===== src/rtl/rot_pkg.sv =====
// Shared definitions for the T_Rot rotation blocks: state encoding,
// direction constants and step count width.
package rot_pkg;

  localparam int unsigned CW = 5;

  localparam logic DIR_CCW = 1'b0;
  localparam logic DIR_CW  = 1'b1;

  typedef enum logic [1:0] {
    IDLE = 2'd0,
    LOAD = 2'd1,
    RUN  = 2'd2
  } rot_state_e;

endpackage


===== src/rtl/rot_prescaler.sv =====
// Step-tick prescaler: counts clk cycles while enabled and flags the cycle
// in which the count sits at PRESCALE-1 (the wrap cycle).
module rot_prescaler #(
  parameter int unsigned PRESCALE = 50000,
  parameter int unsigned PW       = 16
) (
  input  logic clk,
  input  logic rst,
  input  logic en,
  input  logic clr,
  output logic tick_c
);

  localparam logic [PW-1:0] LAST = PW'(PRESCALE - 1);

  logic [PW-1:0] count;

  assign tick_c = en && (count == LAST);

  always_ff @(posedge clk) begin
    if (rst || clr) begin
      count <= '0;
    end else if (en) begin
      count <= tick_c ? '0 : count + PW'(1);
    end
  end

endmodule


===== src/rtl/rot_step_counter.sv =====
// Timed in-place rotation sequencer: drives the turn motors, counts prescaled
// step ticks into cnt_out and ends the turn on the external comparator's E/G.
module rot_step_counter
  import rot_pkg::*;
#(
  parameter int unsigned PRESCALE = 50000,
  parameter int unsigned PW       = 16
) (
  input  logic          clk,
  input  logic          rst,
  input  logic          start,
  input  logic          dir_in,
  input  logic [CW-1:0] target_in,
  input  logic          abort,
  input  logic          cmp_e,
  input  logic          cmp_g,
  output logic [CW-1:0] cnt_out,
  output logic [CW-1:0] target_out,
  output logic          motor_l,
  output logic          motor_r,
  output logic          busy,
  output logic          done,
  output logic          fault
);

  localparam logic [CW-1:0] CNT_MAX = '1;

  rot_state_e    state, state_nxt;
  logic          dir, dir_nxt;
  logic [CW-1:0] cnt_nxt, target_nxt;
  logic          motor_l_nxt, motor_r_nxt, busy_nxt, done_nxt, fault_nxt;
  logic          pre_en, pre_clr, tick_c;

  // Prescaler only runs in RUN and restarts from zero on every accepted start.
  assign pre_en  = (state == RUN);
  assign pre_clr = (state == IDLE) && start;

  rot_prescaler #(
    .PRESCALE(PRESCALE),
    .PW      (PW)
  ) u_prescaler (
    .clk   (clk),
    .rst   (rst),
    .en    (pre_en),
    .clr   (pre_clr),
    .tick_c(tick_c)
  );

  always_ff @(posedge clk) begin
    if (rst) begin
      state      <= IDLE;
      dir        <= DIR_CCW;
      cnt_out    <= '0;
      target_out <= '0;
      motor_l    <= 1'b0;
      motor_r    <= 1'b0;
      busy       <= 1'b0;
      done       <= 1'b0;
      fault      <= 1'b0;
    end else begin
      state      <= state_nxt;
      dir        <= dir_nxt;
      cnt_out    <= cnt_nxt;
      target_out <= target_nxt;
      motor_l    <= motor_l_nxt;
      motor_r    <= motor_r_nxt;
      busy       <= busy_nxt;
      done       <= done_nxt;
      fault      <= fault_nxt;
    end
  end

  always_comb begin
    state_nxt   = state;
    dir_nxt     = dir;
    cnt_nxt     = cnt_out;
    target_nxt  = target_out;
    motor_l_nxt = motor_l;
    motor_r_nxt = motor_r;
    busy_nxt    = busy;
    done_nxt    = 1'b0;
    fault_nxt   = fault;

    case (state)
      IDLE: begin
        if (start) begin
          target_nxt = target_in;
          dir_nxt    = dir_in;
          cnt_nxt    = '0;
          fault_nxt  = 1'b0;
          busy_nxt   = 1'b1;
          state_nxt  = LOAD;
        end
      end

      // One settle cycle so the comparator sees the freshly latched A/B.
      LOAD: begin
        if (cmp_e) begin
          done_nxt  = 1'b1;
          busy_nxt  = 1'b0;
          state_nxt = IDLE;
        end else begin
          motor_l_nxt = (dir == DIR_CCW);
          motor_r_nxt = (dir == DIR_CW);
          state_nxt   = RUN;
        end
      end

      RUN: begin
        if (abort || cmp_g || cmp_e) begin
          motor_l_nxt = 1'b0;
          motor_r_nxt = 1'b0;
          busy_nxt    = 1'b0;
          state_nxt   = IDLE;
          if (abort) begin
            fault_nxt = fault;
          end else if (cmp_g) begin
            fault_nxt = 1'b1;
          end else begin
            done_nxt = 1'b1;
          end
        end else if (tick_c) begin
          // Saturated count with no match can never complete: give up as a fault.
          if (cnt_out == CNT_MAX) begin
            motor_l_nxt = 1'b0;
            motor_r_nxt = 1'b0;
            busy_nxt    = 1'b0;
            fault_nxt   = 1'b1;
            state_nxt   = IDLE;
          end else begin
            cnt_nxt = cnt_out + CW'(1);
          end
        end
      end

      default: begin
        motor_l_nxt = 1'b0;
        motor_r_nxt = 1'b0;
        busy_nxt    = 1'b0;
        state_nxt   = IDLE;
      end
    endcase
  end

endmodule


===== config.mk =====
export PLATFORM = sky130hd
export DESIGN_NAME = rot_step_counter
export DESIGN_NICKNAME = d
export VERILOG_FILES = /design/src/rtl/rot_pkg.sv /design/src/rtl/rot_prescaler.sv /design/src/rtl/rot_step_counter.sv
export SDC_FILE = /design/constraint.sdc
export NUM_CORES = 1
export LEC_CHECK = 0
export CORE_ASPECT_RATIO = 0.6
export CORE_MARGIN = 1
export CORE_UTILIZATION = 56
export DETAILED_ROUTE_END_ITERATION = 12
export PLACE_DENSITY = 0.85
export SLEW_MARGIN = 20
export SYNTH_ARGS = -nofsm -noshare
export SYNTH_HDL_FRONTEND = slang
export SYNTH_SLANG_ARGS = --single-unit

===== constraint.sdc =====
create_clock -name clk -period 7.1 [get_ports clk]
set_clock_uncertainty 0.15 [all_clocks]
set_input_delay 1.42 -clock clk [delete_from_list [all_inputs] [get_ports clk]]
set_output_delay 1.42 -clock clk [all_outputs]
set_load 0.005 [all_outputs]

==> results of run 1 <==
==> where the power goes <==
part | total [W] | internal (W) | switching (W)
clock | 0.000136 | 0.0000657 | 0.0000701
combinational | 0.0000396 | 0.0000191 | 0.0000205
sequential | 0.000198 | 0.000195 | 0.00000254
==> tightest hold or removal path, cell delays in order (launching register included) <==
cell and delay [ns]:
dfxtp_1 0.31, nand2_1 0.05, a21oi_1 0.05
==> state kept, by name, summed over array words and instances (netlist names) <==
register and count:
state 2, u_prescaler.count 16, fault 1, motor_r 1
dir 1, motor_l 1, cnt_out 5, done 1
target_out 5, busy 1
==> per-stage QoR <==
step	utilization	hold WS, ns	cell area (um2)	setup slack (ns)
after floorplan	-	0.2920	1635	3.854
after global placement	0.7243	0.2932	1903	3.330
after detailed placement	0.7243	0.3023	1903	3.259
after CTS	0.7543	0.3131	1982	3.549
after global routing	0.7543	0.3299	1982	3.478
final	0.7543	0.3079	1982	3.532
==> area by class of cell <==
type                    count  area, um2
inverters                   7      26.28
flip-flops and latches     34      680.7
fillers                   197      645.6
repair buffers             26      260.3
well taps                  32      40.04
clock inverters             2      10.01
multi-input cells         142      895.9
clock buffers               5      68.82
==> kinds of logic after synthesis <==
| group | after synthesis | share of synthesized area |
|---|---|---|
| AND/OR/NAND/NOR | 81 | 0.2770 |
| adder cells (fa/ha/maj) | 6 | 0.04591 |
| buffers and inverters | 15 | 0.03596 |
| flip-flops | 34 | 0.4162 |
| XOR/XNOR | 11 | 0.05891 |
| AO/OA/AOI/OAI | 44 | 0.1660 |
==> routing by layer <==
layer / wire (um) / part of all wire
met5: 0 / 0
met4: 131 / 0.033
met3: 309 / 0.078
met2: 1683 / 0.42
met1: 1849 / 0.47
==> cells in the mapped netlist <==
master	n	area, um2
o21bai_1	1	7.510
a221oi_1	2	17.52
and3_1	4	25.02
and2_1	2	12.51
nor3_1	2	10.01
o21ai_1	1	5.000
o211ai_1	1	7.510
and4b_1	1	10.01
or4_1	4	30.03
a2111o_1	1	11.26
buf_1	1	3.750
nor2b_1	2	12.51
xor2_1	10	87.58
clkbuf_2	1	5.000
a21boi_0	1	7.510
inv_1	7	26.28
nand2b_1	4	25.02
xnor2_1	1	8.760
clkbuf_1	5	18.77
o31ai_1	5	37.54
or3_1	4	25.02
nor4_1	2	12.51
or2_2	1	6.260
buf_2	1	5.000
a211oi_1	1	7.510
or4b_4	1	13.76
o31a_1	1	8.760
o21ai_0	7	35.03
ha_1	6	75.07
nand3_1	13	65.06
nor4bb_1	1	10.01
and4_1	5	43.79
a21oi_1	20	100.1
nor2_1	13	48.80
dfxtp_1	34	680.7
o32ai_1	2	17.52
nand4_1	8	50.05
nand2_1	14	52.55
a211o_1	1	8.760
==> layout by cell type, fill, tap and decap left out, drive strengths merged, types with 4 or more instances in the layout <==
cell           instances
dfxtp                 34
clkdlybuf4s50         26
a21oi                 20
nand2                 14
nand3                 13
nor2                  13
xor2                  10
nand4                  8
o21ai                  8
inv                    7
ha                     6
and4                   5
o31ai                  5
clkbuf                 5
and3                   4
or3                    4
nand2b                 4
or4                    4
==> final timing paths <==
path                                       startpoint               endpoint  slack, ns
worst max register to register  u_prescaler.count[10]  u_prescaler.count[12]       4.20
worst max-delay path                            cmp_e             cnt_out[3]       3.53
worst min register to register          target_out[1]          target_out[1]       0.31
worst min-delay path                    target_out[1]          target_out[1]       0.31
==> flow_metrics.tcl, run 1 <==
set metrics [dict create \
    cts_sinks 34 \
    crit_family "simple AND/OR/NAND/NOR gates" \
    cts_tree "done" \
    grt_pass1_vias 1425 \
    critPathMaxStageDelay_ns 0.60 \
    via_per_inst 6.391 \
    antenna_found_initial 0 \
    ys_seq_area_frac 0.4162 \
    portBuffers 26 \
    clkLatencyLatePin_ns 0.29 \
    rsz0062_at_grt "false" \
    worstMarginPinSlew_ns 1.053 \
    globalRouteMet3Util 0.09767 \
    cp.depth 5 \
    place_congestion 0.8847 \
    io_pins 27 \
    grt.total_usage 0.2949 \
    fin_crit_ns 3.568 \
    fp.dieH_um 43.86 \
    core_region_area_um2 2628 \
    arrival_ns 3.64 \
    cts_buffer_depth 2 \
    cp.required_ns 7.17 \
    maxCapViolCount 0 \
    cpMaxStageDelayCell "or4b_4" \
    r2r_cells 4 \
    ctsRootBufferMaster "clkbuf_8" \
    setup_viol 0 \
    syn_area_per_cell_um2 8.562 \
    dr.pass1.iters 5 \
    critPathKind "in2reg" \
    status "complete, no violations" \
    clk_pin_slew_ns 0.07 \
    nets 234 \
    grt_use_met2 0.4170 \
    place_inst 241 \
    post_cts_buffers 0 \
    row_count 14 \
    final-max-slew-violation-count 0 \
    die_area_um2 3148 \
    cts_hold_buf 0 \
    crit_fanout 8 \
    vdd_drop_max_uv 151.6 \
    synthesis.nets 209 \
    fmax_mhz 280.3 \
    crit_chain "clkdlybuf4s50_1, or4b_4, or3_1, or4_1, a21oi_1" \
    antenna_cells 0 \
    grt_start_max_net_pins 18 \
    fin_cells 248 \
    total_power_w 0.0003733 \
    synth_cell_types 39 \
    vias 1585 \
    gr-usage-met1 0.4133 \
    cts_buffers 5 \
    area_growth_pct 21.19 \
    netlist_instances 191 \
    overflow 0 \
    hold_class "reg2reg" \
    ant_nets 0 \
    power.density_nw_per_um2 188.3 \
    hpwlAfterDp_um 2932 \
    tns_ns 0 \
    whs_path_depth 2 \
    top_usage_layer "met2" \
    die_w_um 71.77 \
    drt_iter0_markers 182 \
    syn-cell-area_um2 1635 \
    drive_above_1_share 0.04167 \
    critPathBufInv 1 \
    initial_core_util 0.6224 \
    yosysWarnings 0 \
    drc 0 \
    htreeDepth 2 \
    drt-wirelength-per-cell_um 16.03 \
    grt_first_pass_wirelength_um 6720 \
    crit_path_start_kind "input port" \
    slew_headroom 0.2930 \
    setup.worst_path.end_class "flop" \
    cts.repair.resized 0 \
    wirelength_um 3975 \
    p_leak_nw 0.6843 \
    finalCritPeriodShare 0.5026 \
    synth-seq-cells 34 \
    hold_viol 0 \
]
Power figures use the tool's default switching activity.
==> run 2, diff against run 1 <==
--- a/config.mk
+++ b/config.mk
@@ -7,9 +7,9 @@
 export LEC_CHECK = 0
 export CORE_ASPECT_RATIO = 0.6
 export CORE_MARGIN = 1
-export CORE_UTILIZATION = 56
+export CORE_UTILIZATION = 52
 export DETAILED_ROUTE_END_ITERATION = 12
-export PLACE_DENSITY = 0.85
+export PLACE_DENSITY = 0.8
 export SLEW_MARGIN = 20
 export SYNTH_ARGS = -nofsm -noshare
 export SYNTH_HDL_FRONTEND = slang
==> constraint.sdc (replaced) <==
create_clock -name clk -period 3.6 [get_ports clk]
set_clock_uncertainty 0.15 [all_clocks]
set_input_delay 0.72 -clock clk [delete_from_list [all_inputs] [get_ports clk]]
set_output_delay 0.72 -clock clk [all_outputs]
set_load 0.005 [all_outputs]
==> flow_metrics.tcl, run 2 (synthesis gave the netlist of run 1 again) <==
set metrics [dict create \
    area_growth_pct 27.24 \
    grt_first_pass_wirelength_um 6527 \
    drc 0 \
    arrival_ns 2.98 \
    slew_headroom 0.3067 \
    ant_nets 0 \
    tns_ns 0 \
    core_region_area_um2 2928 \
    hold_viol 0 \
    timing.rr.end "cnt_out[3]" \
    drive_above_1_share 0.05909 \
    dr.pass1.iters 4 \
    row_count 15 \
    io_pins 27 \
    rsz0062_at_grt "false" \
    drt-wirelength-per-cell_um 15.01 \
    setup.worst_path.end_class "flop" \
    crit_start "cmp_e" \
    worst_slack_ns 0.6959 \
    initial_core_util 0.5585 \
    r2r-start "state[0]" \
    ctsRootBufferMaster "clkbuf_8" \
    largest_register_ffs 16 \
    htreeDepth 2 \
    cts_buffer_depth 2 \
    setup_viol 0 \
    antenna_cells 0 \
    p_leak_nw 0.7257 \
    overflow 0 \
    hpwlAfterDp_um 2844 \
    die_area_um2 3381 \
    worstMarginPinSlew_ns 1.033 \
    clk_pin_slew_ns 0.07 \
    endpoint "cnt_out[3]" \
    grt.total_usage 0.2678 \
    portBuffers 26 \
    hold_class "reg2reg" \
    grt_pass1_vias 1359 \
    grt_start_max_net_pins 18 \
    cts_sinks 34 \
    r2r_setup_slack_ns 0.85 \
    crit_path_start_kind "input port" \
    vdd_drop_max_uv 373.2 \
    dpl_worst_slack_ns 0.4267 \
    critPathKind "in2reg" \
    mostFrequentLayoutCell "dfxtp_1" \
    antenna_found_initial 0 \
    place_congestion 0.8588 \
    fmax_mhz 344.3 \
    wirelength_um 3932 \
    vias 1538 \
    fp.dieH_um 45.44 \
    largest-register "u_prescaler.count" \
    reg_top3 "u_prescaler.count (16), cnt_out (5), target_out (5)" \
    finalCritPeriodShare 0.8067 \
    drt_iter0_markers 100 \
    status "complete, no violations" \
    mostFrequentLayoutCells "34 x dfxtp_1, 26 x clkdlybuf4s50_1, 20 x a21oi_1, 14 x nand2_1" \
    cts_tree "done" \
    nets 237 \
    power.density_nw_per_um2 437.5 \
    r2r_cells 6 \
    maxCapViolCount 0 \
    cp.required_ns 3.67 \
    cts_buffers 5 \
    post_cts_buffers 0 \
    clkLatencyLatePin_ns 0.29 \
    fin_crit_ns 2.904 \
    die_w_um 74.40 \
    cts_hold_buf 0 \
    via_per_inst 5.870 \
    crit_fanout 8 \
    cts.repair.resized 0 \
    final-max-slew-violation-count 0 \
    fillers 238 \
]
-- run 2: how the worst min path moves through the flow --
stage                             start            end  slack (ns)  cells past startpoint
after floorplan                   fault          fault        0.29                      2
after global placement    target_out[0]  target_out[0]        0.29                      2
after detailed placement  target_out[2]  target_out[2]        0.30                      2
after CTS                 target_out[2]  target_out[2]        0.31                      2
after global routing      target_out[0]  target_out[0]        0.34                      2
final                     target_out[2]  target_out[2]        0.31                      2
-- run 2: per-stage QoR --
step	power (W)	cells	instance area (um2)	hold WS (ns)	util
2_1_floorplan	0.0004396	191	1635	0.2920	-
3_3_place_gp	0.0004753	254	1938	0.2928	0.6620
3_5_place_dp	0.0004777	254	1938	0.3027	0.6620
4_1_cts	0.0009111	262	2081	0.3124	0.7107
5_1_grt	0.0009375	262	2081	0.3382	0.7107
6_report	0.0009103	262	2081	0.3111	0.7107
-- run 2: layout make-up --
class / count / area [um2] / area share
clock buffer: 6 / 82.58 / 0.03969
clock inverter: 2 / 60.06 / 0.02886
timing repair buffer: 29 / 282.8 / 0.1359
sequential: 34 / 680.7 / 0.3271
tap: 42 / 52.55 / 0.02526
inverter: 7 / 26.28 / 0.01263
multi-input combinational: 142 / 895.9 / 0.4305
-- run 2: critical path, cell delays in order --
cell and delay [ns]:
clkdlybuf4s50_1 0.48, or4b_4 0.61, or3_1 0.49, or4_1 0.51, a21oi_1 0.17
-- run 2: power breakdown --
group          internal, W  leakage (nW)  total [W]  switching, W
Clock             0.000295        0.0714   0.000439      0.000144
Sequential        0.000385         0.276   0.000390    0.00000515
Combinational    0.0000392         0.379  0.0000807     0.0000415
Total             0.000720         0.726   0.000910      0.000191
-- run 2: routing by layer --
| metal | share of wire | vias up | track usage |
|---|---|---|---|
| met2 | 0.43 | 40 | 0.3802 |
| met1 | 0.50 | 733 | 0.3939 |
| met3 | 0.057 | 7 | 0.06858 |
| met5 | 0 | - | 0 |
| li1 | - | 758 | - |
| met4 | 0.012 | 0 | 0.09057 |
==> run 3, diff against run 2 <==
==> constraint.sdc (replaced) <==
create_clock -name clk -period 2.85 [get_ports clk]
set_clock_uncertainty 0.15 [all_clocks]
set_input_delay 0.57 -clock clk [delete_from_list [all_inputs] [get_ports clk]]
set_output_delay 0.57 -clock clk [all_outputs]
set_load 0.005 [all_outputs]
==> flow_metrics.tcl, run 3 (synthesis gave the netlist of run 1 again) <==
set metrics [dict create \
    status "complete, no violations" \
    largest_register_ffs 16 \
    htreeDepth 2 \
    r2r_cells 4 \
    via_per_inst 5.926 \
    reg_top3 "u_prescaler.count (16), cnt_out (5), target_out (5)" \
    fp.dieH_um 45.44 \
    mostFrequentLayoutCells "34 x dfxtp_1, 26 x clkdlybuf4s50_1, 20 x a21oi_1, 14 x nand2_1" \
    worstMarginPinSlew_ns 0.6471 \
    setup.worst_path.end_class "flop" \
    place_congestion 0.8966 \
    hold_class "reg2reg" \
    drt_iter0_markers 136 \
    finalCritPeriodShare 0.9229 \
    largest-register "u_prescaler.count" \
    io_pins 27 \
    cp.required_ns 2.92 \
    highest_layer "met4" \
    vdd_drop_max_uv 354.5 \
    wl_met1_um 1978 \
    rsz0062_at_grt "false" \
    cts_buffer_depth 2 \
    cts_tree "done" \
    cts.repair.resized 0 \
    overflow 0 \
    drt-wirelength-per-cell_um 15.18 \
    clkLatencyLatePin_ns 0.29 \
    maxCapViolCount 0 \
    crit_path_start_kind "input port" \
    critPathMaxStageDelay_ns 0.56 \
    ctsRootBufferMaster "clkbuf_8" \
    critPathKind "in2reg" \
    arrival_ns 2.70 \
    wirelength_um 4098 \
    cpMaxStageDelayCell "or4b_4" \
    fin_crit_ns 2.630 \
    fin_cells 270 \
    hold_slack_ns 0.3107 \
    core_region_area_um2 2928 \
    dr_wl_met3_um 325 \
    dr.pass1.iters 4 \
    hold_viol 0 \
    fmax_mhz 380.2 \
    portBuffers 26 \
    antenna_found_initial 0 \
    cts_hold_buf 0 \
    area_growth_pct 28.84 \
    drc 0 \
    drive_above_1_share 0.09211 \
    antenna_cells 0 \
    die_area_um2 3381 \
    row_count 15 \
    total_power_w 0.001039 \
    initial_core_util 0.5585 \
    final_area_um2 2107 \
    whs_path_depth 2 \
    die_w_um 74.40 \
    nets 245 \
    mostFrequentLayoutCell "dfxtp_1" \
    grt_start_max_net_pins 17 \
    crit_fanout 6 \
    post_cts_buffers 0 \
    final-max-slew-violation-count 0 \
    utilization 0.7197 \
    grt.total_usage 0.2722 \
    power.density_nw_per_um2 493.2 \
    place_inst 262 \
    ant_nets 0 \
    clk_pin_slew_ns 0.07 \
    placed_area_um2 1998 \
    met2_length_um 1748 \
    grt_first_pass_wirelength_um 6658 \
    setup_viol 0 \
    slew_headroom 0.5646 \
    p_leak_nw 0.7507 \
    crit_chain "clkdlybuf4s50_1, or4b_4, or3_1, or4_1, a21oi_1" \
    cts_buffers 5 \
    hpwlAfterDp_um 3041 \
    cts_sinks 34 \
    vias 1600 \
    grt_pass1_vias 1436 \
]
## run 3: cell types whose count changed in the layout (fill, tap and decap cells not counted)
cell and change:
bufinv_16 -1, clkbuf_8 -1, buf_4 +8, clkinv_2 +2
## run 3: critical path: cells and delay by family
| family | cells | cell delay [ns] |
|---|---|---|
| AOI/OAI and AO/OA | 1 | 0.18 |
| buffers and inverters | 1 | 0.42 |
| and+or+nand+nor | 3 | 1.53 |
## run 3: per-layer routing
layer  up-vias  track usage
li1        778            -
met1       744       0.3912
met2        71       0.4018
met3         7      0.06195
met4         0      0.09811
met5         -            0
## run 3: path summary, 6_finish.rpt
check / end / slack [ns] / start
setup / recovery: cnt_out[3] / 0.22 / cmp_e
hold / removal: target_out[1] / 0.31 / target_out[1]
setup reg to reg: cnt_out[3] / 0.33 / u_prescaler.count[10]
hold reg to reg: target_out[1] / 0.31 / target_out[1]
## run 3: final cells by class
| type | count | area, um2 |
|---|---|---|
| well taps | 42 | 52.55 |
| clock inverters | 3 | 40.04 |
| clock buffers | 5 | 68.82 |
| multi-input cells | 142 | 895.9 |
| flip-flops and latches | 34 | 680.7 |
| fillers | 230 | 820.8 |
| inverters | 7 | 26.28 |
| repair buffers | 37 | 342.8 |
## run 3: report_power, final
part	total, W	switching [W]	internal, W
logic	0.000112	0.0000566	0.0000557
registers	0.000493	0.00000623	0.000487
clock network	0.000434	0.000177	0.000257
total	0.00104	0.000240	0.000799
## run 3: metrics by stage
stage	TNS (ns)	setup WS, ns
5_1_grt	0	0.1410
6_report	0	0.2197
3_5_place_dp	-0.02491	-0.02491
2_1_floorplan	0	0.4541
4_1_cts	0	0.2422
3_3_place_gp	0	0.05384
